[src/rtl/spi_pkg.sv]
// Shared constants, frame layout and FSM state encoding for the SPI register-access master.
package spi_pkg;

    localparam int OP_W    = 3;
    localparam int ADR_W   = 10;
    localparam int DAT_W   = 16;
    localparam int FRAME_W = OP_W + ADR_W + 3 + DAT_W;

    localparam logic [OP_W-1:0] OP_READ   = 3'b100;
    localparam logic [OP_W-1:0] OP_WRITE  = 3'b110;
    localparam logic [2:0]      XFER_NONE = 3'b000;

    typedef enum logic [2:0] {
        ST_IDLE,
        ST_SETUP,
        ST_SHIFT,
        ST_HOLD,
        ST_GAP
    } spi_state_e;

    // Reads carry an all-zero data field; the slave ignores it.
    function automatic logic [FRAME_W-1:0] build_frame(input logic             we,
                                                       input logic [ADR_W-1:0] adr,
                                                       input logic [DAT_W-1:0] dat);
        logic [DAT_W-1:0] payload;
        payload = we ? dat : {DAT_W{1'b0}};
        return {(we ? OP_WRITE : OP_READ), adr, XFER_NONE, payload};
    endfunction

endpackage

[src/rtl/spi_sclk_gen.sv]
// SCLK divider: runs while enabled, ticks at the end of every CLK_DIV-cycle half-period
// and toggles sclk on ticks where toggling is allowed.
module spi_sclk_gen #(
    parameter int CLK_DIV = 4
) (
    input  logic clk_i,
    input  logic rst_i,
    input  logic en,
    input  logic tog_en,
    output logic tick,
    output logic rise,
    output logic fall,
    output logic sclk
);
    localparam int DIV_W = (CLK_DIV > 1) ? $clog2(CLK_DIV) : 1;
    localparam logic [DIV_W-1:0] DIV_LAST = DIV_W'(CLK_DIV - 1);

    logic [DIV_W-1:0] cnt_q;
    logic             sclk_q;

    assign tick = en && (cnt_q == DIV_LAST);
    assign rise = tick && tog_en && !sclk_q;
    assign fall = tick && tog_en && sclk_q;
    assign sclk = sclk_q;

    // Divider count and SCLK level; both park at zero whenever the divider is disabled.
    always_ff @(posedge clk_i) begin
        if (rst_i || !en) begin
            cnt_q  <= '0;
            sclk_q <= 1'b0;
        end else begin
            cnt_q <= tick ? '0 : cnt_q + DIV_W'(1);
            if (tick && tog_en) begin
                sclk_q <= ~sclk_q;
            end
        end
    end

endmodule

[src/rtl/spi_master.sv]
// SPI master (CPOL=0, CPHA=1) issuing one 32-bit register read/write frame per command.
//
// state | meaning
// IDLE  | cs high, ready for a command
// SETUP | cs low, sclk low, one half-period before the first rising edge
// SHIFT | 64 half-periods; mosi updates on rises, miso captured on falls 17..32
// HOLD  | sclk low, mosi held at bit 0 so the slave commits a write
// GAP   | cs high for CS_GAP cycles; done and read data on the first cycle
module spi_master
    import spi_pkg::*;
#(
    parameter int CLK_DIV = 4,
    parameter int CS_GAP  = 8
) (
    input  logic        clk_i,
    input  logic        rst_i,
    input  logic        req_i,
    input  logic        we_i,
    input  logic [9:0]  addr_i,
    input  logic [15:0] wdata_i,
    output logic        ready_o,
    output logic        done_o,
    output logic [15:0] rdata_o,
    output logic        sclk_o,
    output logic        mosi_o,
    output logic        cs_o,
    input  logic        miso_i
);
    localparam int GAP_W = (CS_GAP > 1) ? $clog2(CS_GAP) : 1;
    localparam logic [GAP_W-1:0] GAP_LAST = GAP_W'(CS_GAP - 1);
    localparam logic [5:0]       HP_LAST  = 6'd63;

    spi_state_e         state_q, state_d;
    logic [5:0]         hp_q;
    logic [GAP_W-1:0]   gap_q;
    logic [FRAME_W-1:0] shreg_q;
    logic [DAT_W-1:0]   rx_q;
    logic [DAT_W-1:0]   rdata_q;
    logic               rd_q;
    logic               mosi_q;
    logic               accept;
    logic               gen_en;
    logic               tog_en;
    logic               tick;
    logic               rise;
    logic               fall;

    assign accept = req_i && (state_q == ST_IDLE);
    assign gen_en = (state_q == ST_SETUP) || (state_q == ST_SHIFT) || (state_q == ST_HOLD);
    // The last SHIFT half-period is already low, so its tick must not raise sclk again.
    assign tog_en = (state_q == ST_SETUP) || ((state_q == ST_SHIFT) && (hp_q != HP_LAST));

    assign ready_o = (state_q == ST_IDLE);
    assign cs_o    = !gen_en;
    assign done_o  = (state_q == ST_GAP) && (gap_q == '0);
    assign rdata_o = rdata_q;
    assign mosi_o  = mosi_q;

    spi_sclk_gen #(
        .CLK_DIV (CLK_DIV)
    ) u_sclk_gen (
        .clk_i  (clk_i),
        .rst_i  (rst_i),
        .en     (gen_en),
        .tog_en (tog_en),
        .tick   (tick),
        .rise   (rise),
        .fall   (fall),
        .sclk   (sclk_o)
    );

    // State register.
    always_ff @(posedge clk_i) begin
        if (rst_i) begin
            state_q <= ST_IDLE;
        end else begin
            state_q <= state_d;
        end
    end

    // Next-state logic: every timed phase advances on a divider tick or the gap count.
    always_comb begin
        state_d = state_q;
        unique case (state_q)
            ST_IDLE:  if (accept) state_d = ST_SETUP;
            ST_SETUP: if (tick) state_d = ST_SHIFT;
            ST_SHIFT: if (tick && (hp_q == HP_LAST)) state_d = ST_HOLD;
            ST_HOLD:  if (tick) state_d = ST_GAP;
            ST_GAP:   if (gap_q == GAP_LAST) state_d = ST_IDLE;
            default:  state_d = ST_IDLE;
        endcase
    end

    // Half-period and gap counters, both cleared outside their own state.
    always_ff @(posedge clk_i) begin
        if (rst_i) begin
            hp_q  <= '0;
            gap_q <= '0;
        end else begin
            if (state_q != ST_SHIFT) begin
                hp_q <= '0;
            end else if (tick) begin
                hp_q <= hp_q + 6'd1;
            end
            gap_q <= (state_q == ST_GAP) ? gap_q + GAP_W'(1) : '0;
        end
    end

    // Frame load on accept, MSB-first shift-out on rises, miso capture on the data-phase falls.
    always_ff @(posedge clk_i) begin
        if (rst_i) begin
            shreg_q <= '0;
            rd_q    <= 1'b0;
            mosi_q  <= 1'b0;
            rx_q    <= '0;
        end else begin
            if (accept) begin
                shreg_q <= build_frame(we_i, addr_i, wdata_i);
                rd_q    <= !we_i;
                mosi_q  <= 1'b0;
            end else if (rise) begin
                mosi_q  <= shreg_q[FRAME_W-1];
                shreg_q <= {shreg_q[FRAME_W-2:0], 1'b0};
            end
            // hp_q >= 32 marks falling edges 17..32, the slave's data phase.
            if (fall && hp_q[5]) begin
                rx_q <= {rx_q[DAT_W-2:0], miso_i};
            end
        end
    end

    // Read data becomes visible on the first GAP cycle, alongside done_o.
    always_ff @(posedge clk_i) begin
        if (rst_i) begin
            rdata_q <= '0;
        end else if ((state_q == ST_HOLD) && tick && rd_q) begin
            rdata_q <= rx_q;
        end
    end

endmodule

[config.mk]
export PLATFORM = sky130hd
export DESIGN_NAME = spi_master
export DESIGN_NICKNAME = d
export VERILOG_FILES = /design/src/rtl/spi_pkg.sv /design/src/rtl/spi_sclk_gen.sv /design/src/rtl/spi_master.sv
export SDC_FILE = /design/constraint.sdc
export NUM_CORES = 1
export LEC_CHECK = 0
export ABC_AREA = 0
export CAP_MARGIN = 20
export CORE_MARGIN = 2
export CORE_UTILIZATION = 48
export DETAILED_ROUTE_END_ITERATION = 10
export PLACE_DENSITY_LB_ADDON = 0.15
export SLEW_MARGIN = 40
export SYNTH_ARGS = -nofsm -noshare
export SYNTH_HDL_FRONTEND = slang
export SYNTH_SLANG_ARGS = --single-unit
[constraint.sdc]
create_clock -name clk_i -period 1.65 [get_ports clk_i]
set_input_delay 0.33 -clock clk_i [delete_from_list [all_inputs] [get_ports clk_i]]
set_output_delay 0.33 -clock clk_i [all_outputs]
set_load 0.1 [all_outputs]
# [Yosys cells after proc, flatten, opt, wreduce, memory -nomap -nowiden]
# Index checks and enable logic that the tools add are counted.
[totals] ff_bits=81 inputBits=31 output_inout_bits=21 elab_cells=66
[op_classes] add_sub_neg=3 n_eq_ne=14 muxes=10 bitwise=2 n_reduce_logical=26
[ops] cell="$mux W32" n=2
[ops] cell="$mux W16" n=1
[ops] cell="$mux W3" n=5
[ops] cell="$pmux W3 S5" n=1
[ops] cell="$logic_and A1 B1 Y1" n=11
[ops] cell="$reduce_or A2 Y1" n=4
[ops] cell="$add A6 B1 Y6 const B" n=1
[ops] cell="$eq A3 B2 Y1 const B" n=2
[ops] cell="$eq A3 B3 Y1 const B" n=2
[ops] cell="$eq A6 B6 Y1 const B" n=1
[ops] cell="$logic_not A3 Y1" n=2
[ops] cell="$ne A2 B1 Y1 const B" n=3
[ops] cell="$ne A6 B6 Y1 const B" n=1
[ops] cell="$reduce_and A5 Y1" n=1
[ops] cell="$logic_or A1 B1 Y1" n=4
[ops] cell="$ne A2 B2 Y1 const B" n=2
[ops] cell="$add A3 B1 Y3 const B" n=1
[ops] cell="$eq A3 B1 Y1 const B" n=1
[ops] cell="$logic_not A1 Y1" n=3
[ops] cell="$ne A3 B2 Y1 const B" n=1
[ops] cell="$add A2 B1 Y2 const B" n=1
[ops] cell="$eq A2 B2 Y1 const B" n=1
[ops] cell="$mux W2" n=1
[ops] cell="$not A1 Y1" n=2
[ops] cell="$reduce_bool A2 Y1" n=1

# [Logic depth before layout (Yosys ltp)]
[depth] depth_word=8 ltp_mapped=7 mapped_depth_nobuf=5

# [By module]
# A second synthesis with hierarchy kept.
[hier_totals] cells_unflattened=384 hier_area_um2=3543.4
[modules_own_cells] mod="spi_master" n_inst=1 cells_each=370 area_each_um2=3405.8 seq_area_each_um2=1561.5
[modules_own_cells] mod="spi_sclk_gen" n_inst=1 cells_each=14 area_each_um2=137.6 seq_area_each_um2=60.1

# [Least setup slack after synthesis]
# Ideal clock, no wire load.
[synth_path] path_kind="reg2reg" from="register state_q[0]" to="register shreg_q[10]" setup_ps=132 arrival_ps=3591 t_required_ps=1518 setup_slack_ps=-2073 path_stages_with_launch=6 synth_period_minus_slack_ps=3723 cell_sequence="dfxtp_1 -> nor3_1 -> nand2_1 -> clkbuf_1 -> o211ai_1 -> a21oi_1"
[synth_via] elab_cells_between_ends=14 cone_classes="eq/ne: 3; mux: 1; reduce/logical: 10"
[synth_lines] element="start: declaration" line="spi_master.sv:33" rtl="spi_state_e state_q, state_d;"
[synth_lines] element="start signal: assignment" line="spi_master.sv:77" rtl="state_q <= state_d;"
[synth_lines] element="$logic_not A3 Y1 *"
[synth_lines] element="named net ready_o" line="spi_master.sv:21" rtl="output logic ready_o,"
[synth_lines] element="$logic_and A1 B1 Y1 *" line="spi_master.sv:48" rtl="assign accept = req_i && (state_q == ST_IDLE);"
[synth_lines] element="$mux W32 / $reduce_bool A2 Y1 (equally long branches)"
[synth_lines] element="end signal: assignment" line="spi_master.sv:118" rtl="shreg_q <= build_frame(we_i, addr_i, wdata_i);"
[synth_lines] element="end signal: assignment" line="spi_master.sv:123" rtl="shreg_q <= {shreg_q[FRAME_W-2:0], 1'b0};"
[synth_lines] element="end: declaration" line="spi_master.sv:36" rtl="logic [FRAME_W-1:0] shreg_q;"
# Mark *: on every way through the listed nets, which the timed path passes. The rest lies on a longest branch.
# A chain may end at the register's enable or synchronous reset.

# [Final worst setup path]
[layout_path] from="register state_q[1]" to="output done_o"
[layout_via] elab_chain_cells=2
[layout_rtl] element="$eq A3 B3 Y1" line="spi_master.sv:55" rtl="assign done_o = (state_q == ST_GAP) && (gap_q == '0);"
[layout_rtl] element="$logic_and A1 B1 Y1" line="spi_master.sv:55"
[layout_rtl] element="end: declaration" line="spi_master.sv:22" rtl="output logic done_o,"
# Every way passes these cells.

==> impl.org <==
** Global route
- The initial antenna violation count came to 0.
- The via count of the first global-routing pass came to 3,024.
- Entering global routing, the biggest net connects 41 pins.
- Summed over all layers, the global routing overflow is 0.
- Wire length of the first global-routing pass :: approximately 14 mm
- Total routing usage reported by global routing :: 0.218

** Timing
- Unrepaired setup endpoints after global routing :: true
- Max-slew violation total from the final report :: 0
- Highest clock rate :: between 500 and 600 MHz
- The number of hold violations in the final report was 0.
- Minimum period implied by the final worst setup slack :: approximately 1700 ps
- Transition time of the tightest slew-check pin :: 368 ps
- Setup TNS :: -115 ps
- Final critical-path share of the clock period :: 1.03
- Clock skew after layout :: just under 10 ps
- The worst pin sits at a relative slew slack of 0.749.
- Setup violations remaining at the end of the flow were counted as 3.
- Final worst setup slack :: -53.8 ps

** Clock network
- The clock tree synthesis step divided the H-tree into 3 levels.
- Total of hold buffers inserted after clock tree synthesis :: 0
- The number of clock buffers added by TritonCTS is 9.
- No sink is reached through more buffers than the 2 on the longest clock path.
- TritonCTS built the clock tree.
- CTS root buf :: sky130_fd_sc_hd__clkbuf_8
- Number of clock sinks :: 81
- At the later pin of the worst-skew pair, clock insertion delay measures 360 ps.
- CTS clk-pin slew, worst paths :: ~80 ps

** Logic synthesis
- The fraction of the mapped netlist area in compound gates is 0.247.
- Adder-cell share of the synthesized area :: 0.0179
- The cell count after synthesis came out at 380.
- Mux cell area share after synthesis :: 0.0458
- Flip-flop and latch count after synthesis :: 81
- In this run, synthesis inferred 0 flip-flops with an integrated enable.
- Nets in the synthesized netlist :: 416
- Of the total synthesized cell area, the portion taken by AND, OR, NAND and NOR gates is 0.146.
- By area, the combinational part of the netlist is dominated by compound AO/OA/AOI/OAI gates.
- Top flip-flop cell by instance count after synthesis :: sky130_fd_sc_hd__dfxtp_1
- Count of yosys warnings during synthesis :: 0
- Fraction of registers with async set or reset after synthesis :: 0
- Of the synthesized area, sequential elements account for 0.464.
- Of the total synthesized cell area, the portion taken by XOR and XNOR cells is 0.0176.
- The synthesized netlist occupies a cell area of ~3500 sq um.
- Syn avg cell area :: roughly 9.2 sq um
- Yosys mapped the design onto 46 distinct sky130hd cell types.

** Critical path
- Measured in cells, the most critical reg-to-reg path has a length of 6.
- Kind of critical path :: reg -> out
- Data on the critical path is required at its endpoint by 1320 ps.
- Source of the worst register-to-register timing path :: hp_q[0]$_SDFFE_PP0P_
- Endpoint of the lowest-slack register-to-register path :: shreg_q[30]$_SDFFE_PP0P_
- In this run the worst path has a maximum fanout of 3.
- For flop-to-flop paths, the worst setup slack is 20 ps.
- STA classifies the critical path endpoint as a primary output.
- CP Data Arrival Time :: between 1000 and 1500 ps
- Element type at the critical path start :: register

** Run status
- The flow ran to the end, but the final reports show violations.
- Violated checks :: negative setup slack

** Floorplan
- The floorplan step defined a die boundary enclosing approximately 8000 sq um.
- Width of the chip :: between 80 and 90 microns
- Std-Cell Rows :: 31
- The floorplan step defined a core boundary enclosing just over 7000 sq um.
- I/O Pins :: between 50 and 60
- Initial cell density of the core :: 0.489
- The die is 89.3 microns tall.

** Finish
- Count of inserted antenna diode cells :: 0
- The net count of the finished layout is 474.
- Ratio of cells with drive above 1 in the final layout :: 0.219
- Filler Cells Inserted :: between 500 and 600
- Final core utilization :: 0.677
- Final std cells w/o fill :: about 540
- Post-synthesis to final-layout area growth :: 38.4%

** Placed design
- During placement, the flow inserted port buffers numbering 51.
- Placement-stage worst setup slack :: -141 ps
- At the end of routability-driven placement, the weighted congestion stood at 0.772.
- After detailed placement, the design holds a cell count of ~500.
- Placed wire-length estimate after detailed placement :: roughly 5.1 mm

** Route
- DRT antenna net count :: 0
- DRC errors left :: 0
- Dividing the detail-routed wire length by the instance count gives 16.1 microns.
- Aggregate routed wire length :: 8.71 mm
- First DRT Iteration DRCs :: ~170
- Avg Vias per Cell :: just under 6
- The routed layout has between 3,000 and 4,000 vias.
- The first detailed-routing pass ran for 5 iterations.

** Power
- For this design the ratio of total power to cell area is approximately 800 nW/um^2.
- VDD sags by at most 0.704 mV.
- Overall power consumption after layout is estimated at between 0.003 and 0.004 W.
- In this run the static leakage power is ~1.8 nW.

** Hold path
- Counting instances, the worst hold path has a depth of 3.
- Hold Crit Class :: in -> reg
- The worst hold path terminates at state_q[1]$_SDFFE_PP0P_.
- The worst hold path begins at rst_i.

** Flow run
- Reported max-cap violation count :: 0
-- stage by stage --
step / hold slack [ps] / area [sq um]
6_report: 353 / 4830
5_1_grt: 366 / 4830
4_1_cts: 346 / 4690
3_5_place_dp: 426 / 4430
3_3_place_gp: 417 / 4430
2_1_floorplan: 408 / 3560
-- logic make-up (layout without fill, tap and decap cells) --
| logic type | count (synthesis) | in the layout |
|---|---|---|
| AO/OA/AOI/OAI | 135 | 135 |
| buffers and inverters | 42 | 105 |
| AND/OR/NAND/NOR | 94 | 94 |
| adder cells (fa/ha/maj) | 5 | 5 |
| multiplexers | 16 | 16 |
| flip-flops | 81 | 81 |
| XOR/XNOR | 7 | 7 |
-- cells in the final DEF, fill, tap and decap left out, drive strengths merged, types with 16 or more instances in the layout --
| cell | synthesis | routed |
|---|---|---|
| dfxtp | 81 | 81 |
| buf | 22 | 55 |
| a21oi | 51 | 51 |
| clkdlybuf4s50 | 0 | 29 |
| nor2 | 29 | 29 |
| nand3 | 27 | 27 |
| o211ai | 27 | 27 |
| a32oi | 25 | 25 |
| o21ai | 22 | 22 |
| mux2i | 16 | 16 |
-- synthesized netlist by cell type (2+ instances only) --
cell type | count | area share
sky130_fd_sc_hd__o211ai_1 | 27 | 0.058
sky130_fd_sc_hd__and2_1 | 5 | 0.0090
sky130_fd_sc_hd__buf_6 | 3 | 0.0097
sky130_fd_sc_hd__dfxtp_1 | 81 | 0.46
sky130_fd_sc_hd__nand4_1 | 2 | 0.0036
sky130_fd_sc_hd__mux2i_1 | 16 | 0.046
sky130_fd_sc_hd__a32oi_1 | 25 | 0.063
sky130_fd_sc_hd__nand3_1 | 27 | 0.039
sky130_fd_sc_hd__nand4_2 | 2 | 0.0072
sky130_fd_sc_hd__buf_2 | 13 | 0.019
sky130_fd_sc_hd__nand2_1 | 9 | 0.0097
sky130_fd_sc_hd__and3_1 | 3 | 0.0054
sky130_fd_sc_hd__a21oi_1 | 51 | 0.073
sky130_fd_sc_hd__nor3_1 | 4 | 0.0057
sky130_fd_sc_hd__o21ai_1 | 21 | 0.030
sky130_fd_sc_hd__clkbuf_1 | 17 | 0.018
sky130_fd_sc_hd__buf_4 | 5 | 0.011
sky130_fd_sc_hd__nor2_1 | 29 | 0.031
sky130_fd_sc_hd__xor2_1 | 6 | 0.015
sky130_fd_sc_hd__ha_1 | 5 | 0.018
sky130_fd_sc_hd__inv_1 | 2 | 0.0021
sky130_fd_sc_hd__a31oi_1 | 3 | 0.0054
-- where the power goes --
group / total, W / switching [W] / internal, W
Sequential: 0.00201 / 0.0000233 / 0.00199
Clock: 0.00153 / 0.000740 / 0.000789
Combinational: 0.000422 / 0.000229 / 0.000193
Total: 0.00396 / 0.000992 / 0.00297
-- cell type report --
type	count	area, sq um	area share
clock buffer	11	151	0.0313
timing repair buffer	86	1110	0.230
tap	99	124	0.0256
clock inverter	5	62.6	0.0129
multi-input combinational	257	1740	0.360
inverter	3	13.8	0.00285
sequential	81	1630	0.338
-- state kept, by name, indices dropped and copies added (netlist names), 2 cells and up --
signal and flops:
rdata_o 16, rx_q 16, gap_q 3, shreg_q 32, u_sclk_gen.cnt_q 2, state_q 3
hp_q 6
-- how the worst max path moves through the flow --
| stage | startpoint | endpoint | cells past startpoint |
|---|---|---|---|
| floorplan | state_q[1]$_SDFFE_PP0P_ | shreg_q[10]$_SDFFE_PP0P_ | 5 |
| global placement | req_i | shreg_q[12]$_SDFFE_PP0P_ | 6 |
| detailed placement | req_i | shreg_q[13]$_SDFFE_PP0P_ | 6 |
| CTS | state_q[1]$_SDFFE_PP0P_ | done_o | 4 |
| global route | state_q[1]$_SDFFE_PP0P_ | done_o | 4 |
| finish | state_q[1]$_SDFFE_PP0P_ | done_o | 4 |
-- critical path, stage by stage (launching register included) --
cell and delay (ps):
sky130_fd_sc_hd__dfxtp_4 360, sky130_fd_sc_hd__nor2_4 130, sky130_fd_sc_hd__nand2_4 70, sky130_fd_sc_hd__nor3b_4 240
sky130_fd_sc_hd__buf_12 210
-- repair_timing --
action                                 CTS  global route
cloned                                   0             4
pin swaps                                3             3
gates resized for setup                  6            19
setup endpoints to repair                3            47
endpoints found under the hold margin    0             0
buffers inserted                         5             2
-- per-layer routing --
metal  track usage  part of all wire  vias up
met3        0.0582             0.053       19
met4        0.0678             0.018        0
met1         0.275              0.44     1519
met5             0                 0        -
li1              -                 -     1534
met2         0.365              0.49       99
No activity file was read; power rests on OpenSTA's default activity.
